===== config.mk =====
export PLATFORM = sky130hd
export DESIGN_NAME = fpu_divider_stage2_flat
export DESIGN_NICKNAME = d
export VERILOG_FILES = /design/src/rtl/fpu_divider_stage2_pkg.sv /design/src/rtl/fpu_divider_stage2_if.sv /design/src/rtl/fpu_divider_step.sv /design/src/rtl/fpu_divider_stage2.sv /design/src/flat_wrapper.sv
export SDC_FILE = /design/constraint.sdc
export NUM_CORES = 1
export LEC_CHECK = 0
export BUFFER_PORTS_ARGS = -buffer_cell sky130_fd_sc_hd__buf_2
export CORE_MARGIN = 2
export CORE_UTILIZATION = 40
export DETAILED_ROUTE_END_ITERATION = 12
export PLACE_DENSITY = 0.66
export RECOVER_POWER = 50
export SLEW_MARGIN = 20
export SYNTH_ARGS = -nofsm -noshare
export SYNTH_HDL_FRONTEND = slang
export SYNTH_SLANG_ARGS = --single-unit

===== constraint.sdc =====
create_clock -name clk -period 4.9 [get_ports clk]
set_clock_uncertainty 0.2 [all_clocks]
set_input_delay 0.49 -clock clk [delete_from_list [all_inputs] [get_ports clk]]
set_output_delay 0.49 -clock clk [all_outputs]
set_load 0.005 [all_outputs]

===== src/rtl/fpu_divider_stage2_pkg.sv =====
// ---------------------------------------------------------------------------
// fpu_divider_stage2_pkg
// Shared types and constants for the FPU stage-2 mantissa divider.
//   fsm_state      : controller states IDLE / DIVIDE / DONE
//   EXPONENT_BIAS  : single-precision exponent bias
//   QUOTIENT_BITS  : number of quotient bits developed (one per DIVIDE cycle)
//   biased_exponent: expA - expB + bias, 10-bit two's complement, wrapping
// ---------------------------------------------------------------------------
package fpu_divider_stage2_pkg;

    typedef enum logic [1:0] {
        IDLE   = 2'd0,
        DIVIDE = 2'd1,
        DONE   = 2'd2
    } fsm_state;

    localparam logic [9:0] EXPONENT_BIAS = 10'd127;
    localparam int         QUOTIENT_BITS = 26;

    // Two extra bits of headroom let the result go negative (underflow) or
    // exceed 255 (overflow) so stage 3 can detect both cases.
    function automatic logic [9:0] biased_exponent(input logic [7:0] exp_a,
                                                   input logic [7:0] exp_b);
        return {2'b00, exp_a} - {2'b00, exp_b} + EXPONENT_BIAS;
    endfunction

endpackage


===== src/rtl/fpu_divider_stage2_if.sv =====
// ---------------------------------------------------------------------------
// fpu_divider_stage2_if
// Operation/result bundle between stage 1, the stage-2 divider and stage 3.
//   in_valid, in_ready        : input handshake
//   operand_sign/exponent/fraction_a/b : dividend (a) and divisor (b)
//   calculated_exponent/fraction, remainder, result_sign : results
//   result_valid              : one-cycle pulse, results are new
//
// Handshake: an operation transfers on the rising edge where
// in_valid && in_ready are both high. in_ready is registered and depends
// only on divider state; while it is low the producer holds in_valid and
// its operands stable and the divider ignores them. The result side has no
// backpressure: result_valid is a single-cycle pulse that stage 3 always
// captures.
// ---------------------------------------------------------------------------
interface fpu_divider_stage2_if;

    logic        in_valid;
    logic        in_ready;
    logic        operand_sign_a;
    logic        operand_sign_b;
    logic [7:0]  operand_exponent_a;
    logic [7:0]  operand_exponent_b;
    logic [23:0] operand_fraction_a;
    logic [23:0] operand_fraction_b;
    logic [9:0]  calculated_exponent;
    logic [48:0] calculated_fraction;
    logic [26:0] remainder;
    logic        result_sign;
    logic        result_valid;

    // Upstream/downstream side (stage-1 producer, stage-3 consumer).
    modport master (
        output in_valid,
        output operand_sign_a, operand_sign_b,
        output operand_exponent_a, operand_exponent_b,
        output operand_fraction_a, operand_fraction_b,
        input  in_ready,
        input  calculated_exponent, calculated_fraction,
        input  remainder, result_sign, result_valid
    );

    // Divider side.
    modport slave (
        input  in_valid,
        input  operand_sign_a, operand_sign_b,
        input  operand_exponent_a, operand_exponent_b,
        input  operand_fraction_a, operand_fraction_b,
        output in_ready,
        output calculated_exponent, calculated_fraction,
        output remainder, result_sign, result_valid
    );

endinterface


===== src/rtl/fpu_divider_step.sv =====
// ---------------------------------------------------------------------------
// fpu_divider_step
// One combinational radix-2 restoring division step.
//   i_rem       : current partial remainder (26 bits)
//   i_b         : divisor mantissa (1.23)
//   i_shift     : shift the kept remainder left for the next bit
//   o_q_bit     : quotient bit for this step
//   o_rem_next  : remainder for the next cycle (shifted when i_shift)
//   o_rem_final : low 24 bits of the unshifted kept remainder (final R)
// ---------------------------------------------------------------------------
module fpu_divider_step (
    input  logic [25:0] i_rem,
    input  logic [23:0] i_b,
    input  logic        i_shift,
    output logic        o_q_bit,
    output logic [25:0] o_rem_next,
    output logic [23:0] o_rem_final
);

    logic [26:0] w_trial;
    logic [25:0] w_rem_kept;

    // One extra bit on top of the 26-bit difference acts as the borrow:
    // it is set exactly when rem < B, i.e. the trial went negative.
    assign w_trial     = {1'b0, i_rem} - {3'b000, i_b};
    assign o_q_bit     = ~w_trial[26];
    assign w_rem_kept  = o_q_bit ? w_trial[25:0] : i_rem;
    assign o_rem_next  = i_shift ? {w_rem_kept[24:0], 1'b0} : w_rem_kept;
    // After the last step R < B < 2^24, so the low 24 bits hold all of it.
    assign o_rem_final = w_rem_kept[23:0];

endmodule


===== src/rtl/fpu_divider_stage2.sv =====
// ---------------------------------------------------------------------------
// fpu_divider_stage2
// Iterative radix-2 restoring mantissa divider (FPU stage 2). Develops
// Q = floor(A * 2^25 / B) one bit per clock, plus the remainder, the
// biased exponent and the result sign. Throughput: one operation per 28
// cycles; a zero divisor mantissa finishes in a single cycle with Q = R = 0.
// Ports:
//   clk       : rising-edge clock
//   reset     : asynchronous, active-low reset
//   bus       : slave side of fpu_divider_stage2_if (handshake + data)
//   dbg_state : current controller state, for observation only
// ---------------------------------------------------------------------------
module fpu_divider_stage2
    import fpu_divider_stage2_pkg::*;
(
    input  logic                        clk,
    input  logic                        reset,
    fpu_divider_stage2_if.slave         bus,
    output fsm_state                    dbg_state
);

    fsm_state    r_state;
    logic [4:0]  r_count;
    logic [25:0] r_rem;
    logic [25:0] r_q;
    logic [23:0] r_b;
    logic [9:0]  r_exp;
    logic        r_sign;

    logic        r_in_ready;
    logic        r_result_valid;
    logic [9:0]  r_calc_exp;
    logic [48:0] r_calc_frac;
    logic [26:0] r_remainder;
    logic        r_result_sign;

    logic        w_q_bit;
    logic [25:0] w_rem_next;
    logic [23:0] w_rem_final;
    logic [25:0] w_quotient;
    logic [9:0]  w_in_exp;
    logic        w_in_sign;

    fpu_divider_step u_step (
        .i_rem       (r_rem),
        .i_b         (r_b),
        .i_shift     (r_count != 5'd0),
        .o_q_bit     (w_q_bit),
        .o_rem_next  (w_rem_next),
        .o_rem_final (w_rem_final)
    );

    assign w_in_exp  = biased_exponent(bus.operand_exponent_a, bus.operand_exponent_b);
    assign w_in_sign = bus.operand_sign_a ^ bus.operand_sign_b;

    // r_q is cleared at transfer, so bit 0 is still zero on the last step
    // and OR-ing in the live bit completes the quotient.
    assign w_quotient = r_q | {25'd0, w_q_bit};

    always_ff @(posedge clk or negedge reset) begin
        if (!reset) begin
            r_state        <= IDLE;
            r_count        <= 5'd0;
            r_rem          <= '0;
            r_q            <= '0;
            r_b            <= '0;
            r_exp          <= '0;
            r_sign         <= 1'b0;
            r_in_ready     <= 1'b1;
            r_result_valid <= 1'b0;
            r_calc_exp     <= '0;
            r_calc_frac    <= '0;
            r_remainder    <= '0;
            r_result_sign  <= 1'b0;
        end else begin
            r_result_valid <= 1'b0;
            case (r_state)
                IDLE: begin
                    // in_ready is high in IDLE, so in_valid alone means transfer.
                    if (bus.in_valid) begin
                        r_b        <= bus.operand_fraction_b;
                        r_rem      <= {2'b00, bus.operand_fraction_a};
                        r_q        <= '0;
                        r_count    <= 5'(QUOTIENT_BITS - 1);
                        r_exp      <= w_in_exp;
                        r_sign     <= w_in_sign;
                        r_in_ready <= 1'b0;
                        if (bus.operand_fraction_b == 24'd0) begin
                            // Zero divisor: downstream special-case logic
                            // overrides the result, so just report zeros.
                            r_state        <= DONE;
                            r_result_valid <= 1'b1;
                            r_calc_exp     <= w_in_exp;
                            r_result_sign  <= w_in_sign;
                            r_calc_frac    <= '0;
                            r_remainder    <= '0;
                        end else begin
                            r_state <= DIVIDE;
                        end
                    end
                end
                DIVIDE: begin
                    r_q[r_count] <= w_q_bit;
                    r_rem        <= w_rem_next;
                    if (r_count == 5'd0) begin
                        r_state        <= DONE;
                        r_result_valid <= 1'b1;
                        r_calc_exp     <= r_exp;
                        r_result_sign  <= r_sign;
                        r_calc_frac    <= {1'b0, w_quotient, 22'd0};
                        r_remainder    <= {3'b000, w_rem_final};
                    end else begin
                        r_count <= r_count - 5'd1;
                    end
                end
                DONE: begin
                    r_state    <= IDLE;
                    r_in_ready <= 1'b1;
                end
                default: begin
                    r_state    <= IDLE;
                    r_in_ready <= 1'b1;
                end
            endcase
        end
    end

    assign bus.in_ready            = r_in_ready;
    assign bus.result_valid        = r_result_valid;
    assign bus.calculated_exponent = r_calc_exp;
    assign bus.calculated_fraction = r_calc_frac;
    assign bus.remainder           = r_remainder;
    assign bus.result_sign         = r_result_sign;
    assign dbg_state               = r_state;

endmodule

===== src/flat_wrapper.sv =====
// flat-port wrapper written by rule: the top's interface ports become plain ports
module fpu_divider_stage2_flat import fpu_divider_stage2_pkg::*;
  (clk, reset, dbg_state, bus_in_valid, bus_operand_sign_a, bus_operand_sign_b, bus_operand_exponent_a, bus_operand_exponent_b, bus_operand_fraction_a, bus_operand_fraction_b, bus_in_ready, bus_calculated_exponent, bus_calculated_fraction, bus_remainder, bus_result_sign, bus_result_valid);
  fpu_divider_stage2_if bus_i ();
  input  logic clk;
  input  logic reset;
  output fsm_state dbg_state;
  input wire logic [$bits(bus_i.in_valid)-1:0] bus_in_valid;
  input wire logic [$bits(bus_i.operand_sign_a)-1:0] bus_operand_sign_a;
  input wire logic [$bits(bus_i.operand_sign_b)-1:0] bus_operand_sign_b;
  input wire logic [$bits(bus_i.operand_exponent_a)-1:0] bus_operand_exponent_a;
  input wire logic [$bits(bus_i.operand_exponent_b)-1:0] bus_operand_exponent_b;
  input wire logic [$bits(bus_i.operand_fraction_a)-1:0] bus_operand_fraction_a;
  input wire logic [$bits(bus_i.operand_fraction_b)-1:0] bus_operand_fraction_b;
  output wire logic [$bits(bus_i.in_ready)-1:0] bus_in_ready;
  output wire logic [$bits(bus_i.calculated_exponent)-1:0] bus_calculated_exponent;
  output wire logic [$bits(bus_i.calculated_fraction)-1:0] bus_calculated_fraction;
  output wire logic [$bits(bus_i.remainder)-1:0] bus_remainder;
  output wire logic [$bits(bus_i.result_sign)-1:0] bus_result_sign;
  output wire logic [$bits(bus_i.result_valid)-1:0] bus_result_valid;
  assign bus_i.in_valid = bus_in_valid;
  assign bus_i.operand_sign_a = bus_operand_sign_a;
  assign bus_i.operand_sign_b = bus_operand_sign_b;
  assign bus_i.operand_exponent_a = bus_operand_exponent_a;
  assign bus_i.operand_exponent_b = bus_operand_exponent_b;
  assign bus_i.operand_fraction_a = bus_operand_fraction_a;
  assign bus_i.operand_fraction_b = bus_operand_fraction_b;
  assign bus_in_ready = bus_i.in_ready;
  assign bus_calculated_exponent = bus_i.calculated_exponent;
  assign bus_calculated_fraction = bus_i.calculated_fraction;
  assign bus_remainder = bus_i.remainder;
  assign bus_result_sign = bus_i.result_sign;
  assign bus_result_valid = bus_i.result_valid;
  fpu_divider_stage2 u_core (.clk(clk), .reset(reset), .bus(bus_i), .dbg_state(dbg_state));
endmodule

==> key figures, run 1 <==
Clock network
  – Worst skew pair latency: 0.43 ns
  – Post-CTS sizing: 0
  – CTS max path bufs: 2
  – H-tree depth: 4
  – Inserted Clock Buffers: 17
  – Setup bufs post-CTS: 0
  – Hold-fix buffers, CTS: 1
  – Clk sink count: 157
  – CTS tree: built
  – Clk slew on worst S/H paths: 0.07 ns
  – Clock Tree Root: clkbuf_16

Setup path
  – Setup CP Type: reg2reg
  – Slowest stage delay, CP: 0.48 ns
  – Worst r2r src: u_core.r_b[0]$_DFFE_PN0P_
  – Crit start category: flip-flop
  – WP data required: 4.97 ns
  – Worst path arrival time: 3.88 ns
  – CP Cell Sequence: ha_1 > fa_1 > nand2b_1 > a21oi_2 > o2111ai_1 > and3_1 > o21ai_4 > buf_4 > buf_4 > mux2i_1 > o22a_1 > a31oi_1
  – Most Frequent Cell on Critical Path: buf_4
  – Max FO, Critical Path: 15
  – Setup crit end kind: flip-flop
  – Worst setup path startpoint: u_core.r_b[0]$_DFFE_PN0P_
  – Slowest CP cell: o21ai_4

Drt
  – Via-per-instance ratio: 5.48
  – Drt initial violations: 636
  – WL/cell: 17.2 µm
  – DRC Markers: 0
  – Drt total wl: 24.5 mm
  – DRT Pass-1 Iters: 5
  – Via count: 7821
  – Routed Antenna Nets: 0

Timing
  – Setup TNS Final: 0 ns
  – Slew HR: -0.388
  – Final setup margin: 1.09 ns
  – Min Tclk post-route: 3.81 ns
  – Final worst-path cycle share: 0.778
  – RSZ-0062 raised after global routing: no
  – Least-Margin Pin Slew: 2.08 ns
  – Final number of hold-violating endpoints: 0
  – # setup viols final: 0
  – FMAX: 262 MHz
  – Final slew viol count: 81
  – Worst hold margin: 0.0801 ns

Power
  – Peak VDD IR: 0.293 mV
  – Cell Pwr Density: 794 mW/mm²
  – P_leak: 4.91 nW

Logic synthesis
  – Mux contribution to synthesized area: 0.0217
  – Mapped Cells: 1022
  – Number of synthesized flops with an enable pin: 0
  – Post-Syn Area: 0.00922 mm²
  – Main synth FF type: dfrtp_1
  – Synth async-reset ratio: 1.00
  – XOR/XNOR Fraction of Synth Area: 0.0323
  – Post-Synth Adder-Cell Area: 0.0563
  – Yosys warnings: 0
  – Synth Area in Compound Gates: 0.240
  – Post-Synth Simple-Gate Area: 0.156
  – Synth cell types: 72
  – Largest family of logic cells by synthesized area: compound AO/OA/AOI/OAI gates
  – Register area share after synthesis: 0.426
  – Avg Inst Size Synth: 9.03 µm²
  – FF+latch count, synth: 157

Die
  – Core region area: 0.0226 mm²
  – Initial core utilization: 0.407
  – Boundary Pins: 160
  – Die H: 156 µm
  – Die W: 156 µm
  – Die Area: 0.0243 mm²
  – Rows: 55

Final layout
  – Final core occ: 0.467
  – ANT cells: 0
  – Synth-to-Final Area Change: 14.7%
  – # nets final: 1237
  – Layout cells sized above 1: 0.145

GRT
  – Aggregate global-route resource usage: 0.207
  – First-pass GRT wire length: 40.1 mm
  – Maximum number of pins on one net before global-route repair: 81
  – Initial antenna violation count: 0
  – Total gr overflow: 0
  – Vias in the first global route: 7656

Run
  – Max-cap violations: 1

Placed design
  – DPL Wire Length: 17.9 mm
  – GP Congestion: 0.892
  – Worst slack, placed: 1.12 ns
  – Port buffer count: 133

Run status
  – Status: complete, but fails checks
  – Failing checks: max-capacitance violations, max-slew violations

Min path
  – Worst Min Path Start: bus_operand_fraction_b[7]
  – HP Class: in2reg
==> logic make-up after synthesis <==
family                     Yosys count
buffers and inverters              129
muxes                               20
and+or+nand+nor                    314
other                                1
DFF                                157
adders and majority gates           41
AOI/OAI and AO/OA                  326
xor gates and xnor gates            34
==> sequential cells by signal (all words and copies together) (netlist names), 2 cells and up, named ones only <==
| name | cells |
|---|---|
| u_core.bus.remainder | 24 |
| u_core.r_b | 24 |
| u_core.r_rem | 25 |
| u_core.r_exp | 10 |
| u_core.r_q | 26 |
| u_core.dbg_state | 2 |
| u_core.bus.calculated_exponent | 10 |
| u_core.bus.calculated_fraction | 26 |
| u_core.r_count | 5 |
==> metrics by stage <==
step / std cells / area (µm²) / total power [W]
after global placement: 1393 / 10000 / 0.00700
final: 1426 / 10600 / 0.00840
after CTS: 1426 / 10600 / 0.00845
after floorplan: 1047 / 9320 / 0.00583
after detailed placement: 1393 / 10000 / 0.00707
after global routing: 1426 / 10600 / 0.00916
==> synth_stat cells, types with 26 or more instances <==
master,n,area [µm²]
dfrtp_1,156,3900
nand2_1,129,484
o21ai_0,102,510
nor2_1,60,225
clkbuf_1,45,169
inv_1,44,165
a21oi_1,42,210
nand3_1,40,200
ha_1,39,488
a22o_1,28,245
buf_4,28,210
o211ai_1,26,195
==> path summary, 6_finish.rpt <==
check	slack, ns	to	cells past startpoint
hold / removal	0.08	u_core.r_b[7]$_DFFE_PN0P_	3
min in group asynchronous	0.98	u_core.bus.remainder[10]$_DFFE_PN0P_	2
hold reg to reg	0.28	u_core.bus.remainder[17]$_DFFE_PN0P_	1
max in group asynchronous	1.57	u_core.bus.remainder[19]$_DFFE_PN0P_	3
setup / recovery	1.09	u_core.r_rem[2]$_DFFE_PN0P_	12
setup reg to reg	1.09	u_core.r_rem[2]$_DFFE_PN0P_	12
==> where the power goes <==
| part | total [W] | internal [W] | switching [W] | leakage, nW |
|---|---|---|---|---|
| clock network | 0.00135 | 0.000697 | 0.000652 | 0.294 |
| logic | 0.00474 | 0.00194 | 0.00280 | 2.71 |
| registers | 0.00232 | 0.00193 | 0.000388 | 1.90 |
==> routing by layer <==
layer  part of all wire  global-route usage
met5                  0                   0
met4              0.012              0.0542
met3              0.060              0.0475
met2               0.45               0.323
met1               0.47               0.289
==> cells in the final DEF (no fill, tap or decap), types with 11 or more instances in the layout <==
cell type and count:
a22o_1 28, buf_4 11, clkbuf_1 34, nand2_1 129, o21ai_0 102, inv_1 44
clkbuf_16 17, o21a_1 11, mux2i_1 20, conb_1 26, buf_2 98, o31ai_1 16
o22a_1 11, nor2_1 57, dfrtp_1 156, nand3_1 40, xnor2_1 17, nor3_1 14
a21o_1 16, a21oi_1 41, o211ai_1 26, xor2_1 17, ha_1 39
==> cell type report <==
cell class | count | area (µm²)
fill | 2170 | 12100
inverter | 44 | 165
tap | 285 | 357
sequential | 157 | 3930
clock buffer | 17 | 425
timing repair buffer | 147 | 726
multi-input combinational | 761 | 4790
clock inverter | 15 | 183
==> critical path, delay by kind of cell (launching register included) <==
kind                     cells  cell delay, ns
buffers and inverters        2            0.54
AND/OR/NAND/NOR              2            0.49
flip-flops                   1            0.40
adder cells (fa/ha/maj)      2            0.63
multiplexers                 1            0.25
AO/OA/AOI/OAI                5            1.14
(Power assumes the default switching activity.)
==> run 2: changes to the inputs <==
--- a/config.mk
+++ b/config.mk
@@ -5,11 +5,12 @@
 export SDC_FILE = /design/constraint.sdc
 export NUM_CORES = 1
 export LEC_CHECK = 0
+export ABC_AREA = 1
 export BUFFER_PORTS_ARGS = -buffer_cell sky130_fd_sc_hd__buf_2
 export CORE_MARGIN = 2
 export CORE_UTILIZATION = 40
 export DETAILED_ROUTE_END_ITERATION = 12
-export PLACE_DENSITY = 0.66
+export PLACE_DENSITY = 0.68
 export RECOVER_POWER = 50
 export SLEW_MARGIN = 20
 export SYNTH_ARGS = -nofsm -noshare
==> constraint.sdc (replaced) <==
create_clock -name clk -period 3.1 [get_ports clk]
set_clock_uncertainty 0.2 [all_clocks]
set_input_delay 0.31 -clock clk [delete_from_list [all_inputs] [get_ports clk]]
set_output_delay 0.31 -clock clk [all_outputs]
set_load 0.005 [all_outputs]
==> run 2 against run 1 <==
Against the previous run:
- the flow still finishes with violations (max-capacitance violations, max-slew violations)
- worst setup slack worse by 0.74 ns
- design area rose by 6.7%
- fmax up 38%
- routed wire length grew 7.0%
- register-to-register slack lost 0.74 ns
- power rose by 58%
- hold slack got worse by 0.076 ns
- combinational power grew 64%
- critical endpoint is now u_core.r_rem[12]$_DFFE_PN0P_
==> key figures, run 2 <==
Setup path
  – Setup crit end kind: flip-flop (unchanged)
  – WP data required: 3.26 ns (was 4.97 ns)
  – CP Cell Sequence: inv_1 > ha_1 > fa_1 > inv_1 > nand3_1 > nand3_1 > nand2_1 > nand3_4 > buf_4 > nand3_1 > nand2_1 > nand2_1 > nand3_1 > nand2_1 > inv_1 (was ha_1 > fa_1 > nand2b_1 > a21oi_2 > o2111ai_1 > and3_1 > o21ai_4 > buf_4 > buf_4 > mux2i_1 > o22a_1 > a31oi_1)
  – Worst r2r src: u_core.r_rem[0]$_DFFE_PN0P_ (was u_core.r_b[0]$_DFFE_PN0P_)
  – Crit start category: flip-flop (unchanged)
  – Reg2reg setup slack: 0.34 ns (was 1.09 ns)
  – Max FO, Critical Path: 26 (was 15)
  – Worst R2R End: u_core.r_rem[12]$_DFFE_PN0P_ (was u_core.r_rem[2]$_DFFE_PN0P_)
  – Slowest stage delay, CP: 0.41 ns (was 0.48 ns)
  – Worst path arrival time: 2.92 ns (was 3.88 ns)
  – Slowest CP cell: fa_1 (was o21ai_4)
  – Reg2Reg Depth: 15 (was 12)
  – CP bufs+invs: 4 (was 2)
  – Worst path top cell family by delay: simple AND/OR/NAND/NOR gates (was compound AO/OA/AOI/OAI gates)
  – Setup CP Type: reg2reg (unchanged)

Power
  – Peak VDD IR: 0.425 mV (was 0.293 mV)
  – Sequential Power Share: 0.256 (was 0.276)
  – Net Switching: 0.00655 W (was 0.00384 W)
  – Switching Fraction: 0.494 (was 0.456)
  – Total chip power: 0.0133 W (was 0.00840 W)
  – P_leak: 6.31 nW (was 4.91 nW)
  – Internal power component: 0.00671 W (was 0.00457 W)
  – Clock power frac: 0.160 (about the same)
  – Gate power share: 0.585 (was 0.564)
  – Cell Pwr Density: 1170 mW/mm² (was 794 mW/mm²)

Drt
  – Via-per-instance ratio: 4.84 (was 5.48)
  – DRT Pass-1 Iters: 6 (was 5)
  – Drt initial violations: 651 (was 636)
  – WL/cell: 14.3 µm (was 17.2 µm)
  – Via count: 8852 (was 7821)
  – Drt total wl: 26.2 mm (was 24.5 mm)
  – DRC Markers: 0 (unchanged)
  – Routed Antenna Nets: 0 (unchanged)

Logic synthesis
  – FF+latch count, synth: 157 (unchanged)
  – Synth async-reset ratio: 1.00 (unchanged)
  – Dominant cell type by area after synthesis: dfrtp_1 (unchanged)
  – Top post-synthesis cells by area: dfrtp_1 (41%), nand2_1 (18%), inv_1 (7.8%) (was dfrtp_1 (42%), o21ai_0 (5.5%), ha_1 (5.3%))
  – Synth top area share: 0.406 (was 0.423)
  – Count leader, synth: nand2_1 (was dfrtp_1)
  – Number of synthesized flops with an enable pin: 0 (unchanged)
  – Main synth FF type: dfrtp_1 (unchanged)
  – Register area share after synthesis: 0.409 (was 0.426)
  – Synth cell types: 37 (was 72)
  – Mapped Cells: 1344 (was 1022)
  – Avg Inst Size Synth: 7.16 µm² (was 9.03 µm²)
  – Synth top cells by count: nand2_1 (450), inv_1 (200), dfrtp_1 (156) (was dfrtp_1 (156), nand2_1 (129), o21ai_0 (102))
  – Post-Syn Area: 0.00962 mm² (was 0.00922 mm²)
  – Yosys warnings: 0 (unchanged)

Run status
  – Status: complete, but fails checks (unchanged)
  – Failing checks: max-capacitance violations, max-slew violations (unchanged)

Timing
  – # setup viols final: 0 (unchanged)
  – Final number of hold-violating endpoints: 0 (unchanged)
  – Setup TNS Final: 0 ns (unchanged)
  – Final slew viol count: 102 (was 81)
  – Final worst-path cycle share: 0.889 (was 0.778)
  – FMAX: 363 MHz (was 262 MHz)
  – Min Tclk post-route: 2.76 ns (was 3.81 ns)
  – Worst hold margin: 0.00400 ns (was 0.0801 ns)
  – Least-Margin Pin Slew: 1.72 ns (was 2.08 ns)
  – Slew HR: -0.150 (was -0.388)
  – RSZ-0062 raised after global routing: no (unchanged)

GRT
  – GR peak layer: met2 (unchanged)
  – Aggregate global-route resource usage: 0.211 (was 0.207)
  – Met3 Use GR: 0.0388 (was 0.0475)
  – M1 GR Usage: 0.304 (was 0.289)
  – Vias in the first global route: 8497 (was 7656)
  – Initial antenna violation count: 0 (unchanged)
  – Maximum number of pins on one net before global-route repair: 70 (was 81)
  – First-pass GRT wire length: 43.5 mm (was 40.1 mm)
  – Routing usage on met2: 0.321 (was 0.323)
  – Total gr overflow: 0 (unchanged)

Placed design
  – DPL Wire Length: 19.2 mm (was 17.9 mm)
  – GP Congestion: 0.912 (was 0.892)
  – Port buffer count: 133 (unchanged)

Die
  – Rows: 56 (was 55)
  – Die Area: 0.0253 mm² (was 0.0243 mm²)
  – Boundary Pins: 160 (unchanged)
  – Initial core utilization: 0.408 (was 0.407)
  – Core region area: 0.0235 mm² (was 0.0226 mm²)
  – Die W: 159 µm (was 156 µm)
  – Die H: 159 µm (was 156 µm)

Clock network
  – Clk slew on worst S/H paths: 0.07 ns (about the same)
  – Post-CTS sizing: 0 (unchanged)
  – CTS tree: built (unchanged)
  – CTS max path bufs: 2 (unchanged)
  – Worst skew pair latency: 0.43 ns (about the same)
  – Clock Tree Root: clkbuf_16 (unchanged)
  – Inserted Clock Buffers: 17 (unchanged)
  – H-tree depth: 4 (unchanged)
  – Clk sink count: 157 (unchanged)
  – Setup bufs post-CTS: 0 (unchanged)

Final layout
  – Synth-to-Final Area Change: 17.4% (was 14.7%)
  – Commonest cells after routing, fill and taps aside: nand2_1 (448), inv_1 (200), dfrtp_1 (156), nand3_1 (111), buf_2 (99) (was dfrtp_1 (156), nand2_1 (129), o21ai_0 (102), buf_2 (98), nor2_1 (57))
  – ANT cells: 0 (unchanged)
  – Final core occ: 0.480 (was 0.467)
  – Layout cells sized above 1: 0.117 (was 0.145)
  – Most common cell after layout, fill and taps aside: nand2_1 (was dfrtp_1)
  – # nets final: 1605 (was 1237)
  – Fill cell count: 2447 (was 2170)

Min path
  – Worst Hold End: u_core.r_rem[6]$_DFFE_PN0P_ (was u_core.r_b[7]$_DFFE_PN0P_)
  – WHS Path Cells: 5 (was 3)
  – HP Class: in2reg (unchanged)
  – Worst Min Path Start: bus_operand_fraction_a[6] (was bus_operand_fraction_b[7])

Run
  – Max-cap violations: 2 (was 1)
[run 2: cell count changes after synthesis, sizes merged, moves of 11 or more]
cell / delta
nand3: +72
nand4: +12
o21ai: -16
o21a: -11
inv: +165
a21o: -17
o22a: -11
clkbuf: -22
xnor2: -13
nand2: +323
o31ai: -16
mux2i: -20
o211ai: -19
[run 2: kinds of logic (layout without fill, tap and decap cells)]
| group | count (synthesis) | in the layout | synth area share |
|---|---|---|---|
| buf+inv | 276 | 416 | 0.124 |
| fa+ha+maj | 40 | 40 | 0.0528 |
| flops | 157 | 157 | 0.409 |
| compound gates | 172 | 172 | 0.103 |
| simple gates | 681 | 681 | 0.297 |
| other cells | 1 | 26 | 0.000390 |
| xor+xnor | 17 | 17 | 0.0155 |
[run 2: metal layers]
metal	vias to the layer above	part of all wire
met5	-	0
met4	0	0.020
met3	34	0.053
met2	252	0.43
met1	4059	0.50
li1	4507	-
[run 2: how the worst max path moves through the flow]
stage	from	end	slack, ns	depth (start not counted)
finish	u_core.r_rem[0]$_DFFE_PN0P_	u_core.r_rem[12]$_DFFE_PN0P_	0.34	15
floorplan	u_core.r_rem[0]$_DFFE_PN0P_	u_core.r_rem[16]$_DFFE_PN0P_	0.81	16
CTS	u_core.r_rem[0]$_DFFE_PN0P_	u_core.r_rem[1]$_DFFE_PN0P_	0.35	14
global route	reset	u_core.bus.remainder[17]$_DFFE_PN0P_	0.12	3
detailed placement	u_core.r_rem[0]$_DFFE_PN0P_	u_core.r_rem[1]$_DFFE_PN0P_	0.37	14
global placement	u_core.r_rem[0]$_DFFE_PN0P_	u_core.r_rem[5]$_DFFE_PN0P_	0.50	15
[run 2: stage by stage]
stage / instances / instance area [µm²] / worst slack [ns]
after global routing: 1828 / 11300 / 0.121
after floorplan: 1369 / 9710 / 0.810
after CTS: 1828 / 11400 / 0.352
after detailed placement: 1770 / 10500 / 0.367
final: 1828 / 11300 / 0.343
after global placement: 1770 / 10500 / 0.504
[run 2: worst reg2reg max path, cell delays in order, from the launching register on]
cell and delay, ns:
dfrtp_1 0.38, inv_1 0.08, ha_1 0.20, fa_1 0.41
inv_1 0.12, nand3_1 0.08, nand3_1 0.15, nand2_1 0.12
nand3_4 0.13, buf_4 0.30, nand3_1 0.13, nand2_1 0.11
nand2_1 0.07, nand3_1 0.11, nand2_1 0.06, inv_1 0.05
[run 2: timing repair]
item | in CTS | in global routing
hold endpoints to repair | 89 | 0
setup endpoints to repair | 0 | 0
hold buffers | 26 | 0
[run 2: power by group through the flow]
stage / registers [W] / clock network, W / logic (W)
after floorplan: 0.00331 / 0 / 0.00576
after global placement: 0.00340 / 0 / 0.00758
after detailed placement: 0.00341 / 0 / 0.00764
after CTS: 0.00339 / 0.00216 / 0.00775
after global routing: 0.00349 / 0.00224 / 0.00891
final: 0.00339 / 0.00212 / 0.00775
[run 2: cell type report]
class                           instances  area [µm²]  area share
Multi-Input combinational cell        936        4600       0.407
Sequential cell                       157        3930       0.348
Timing Repair Buffer                  175         992      0.0879
Inverter                              209         785      0.0695
Clock buffer                           18         429      0.0380
Tap cell                              319         399      0.0354
Clock inverter                         14         155      0.0137
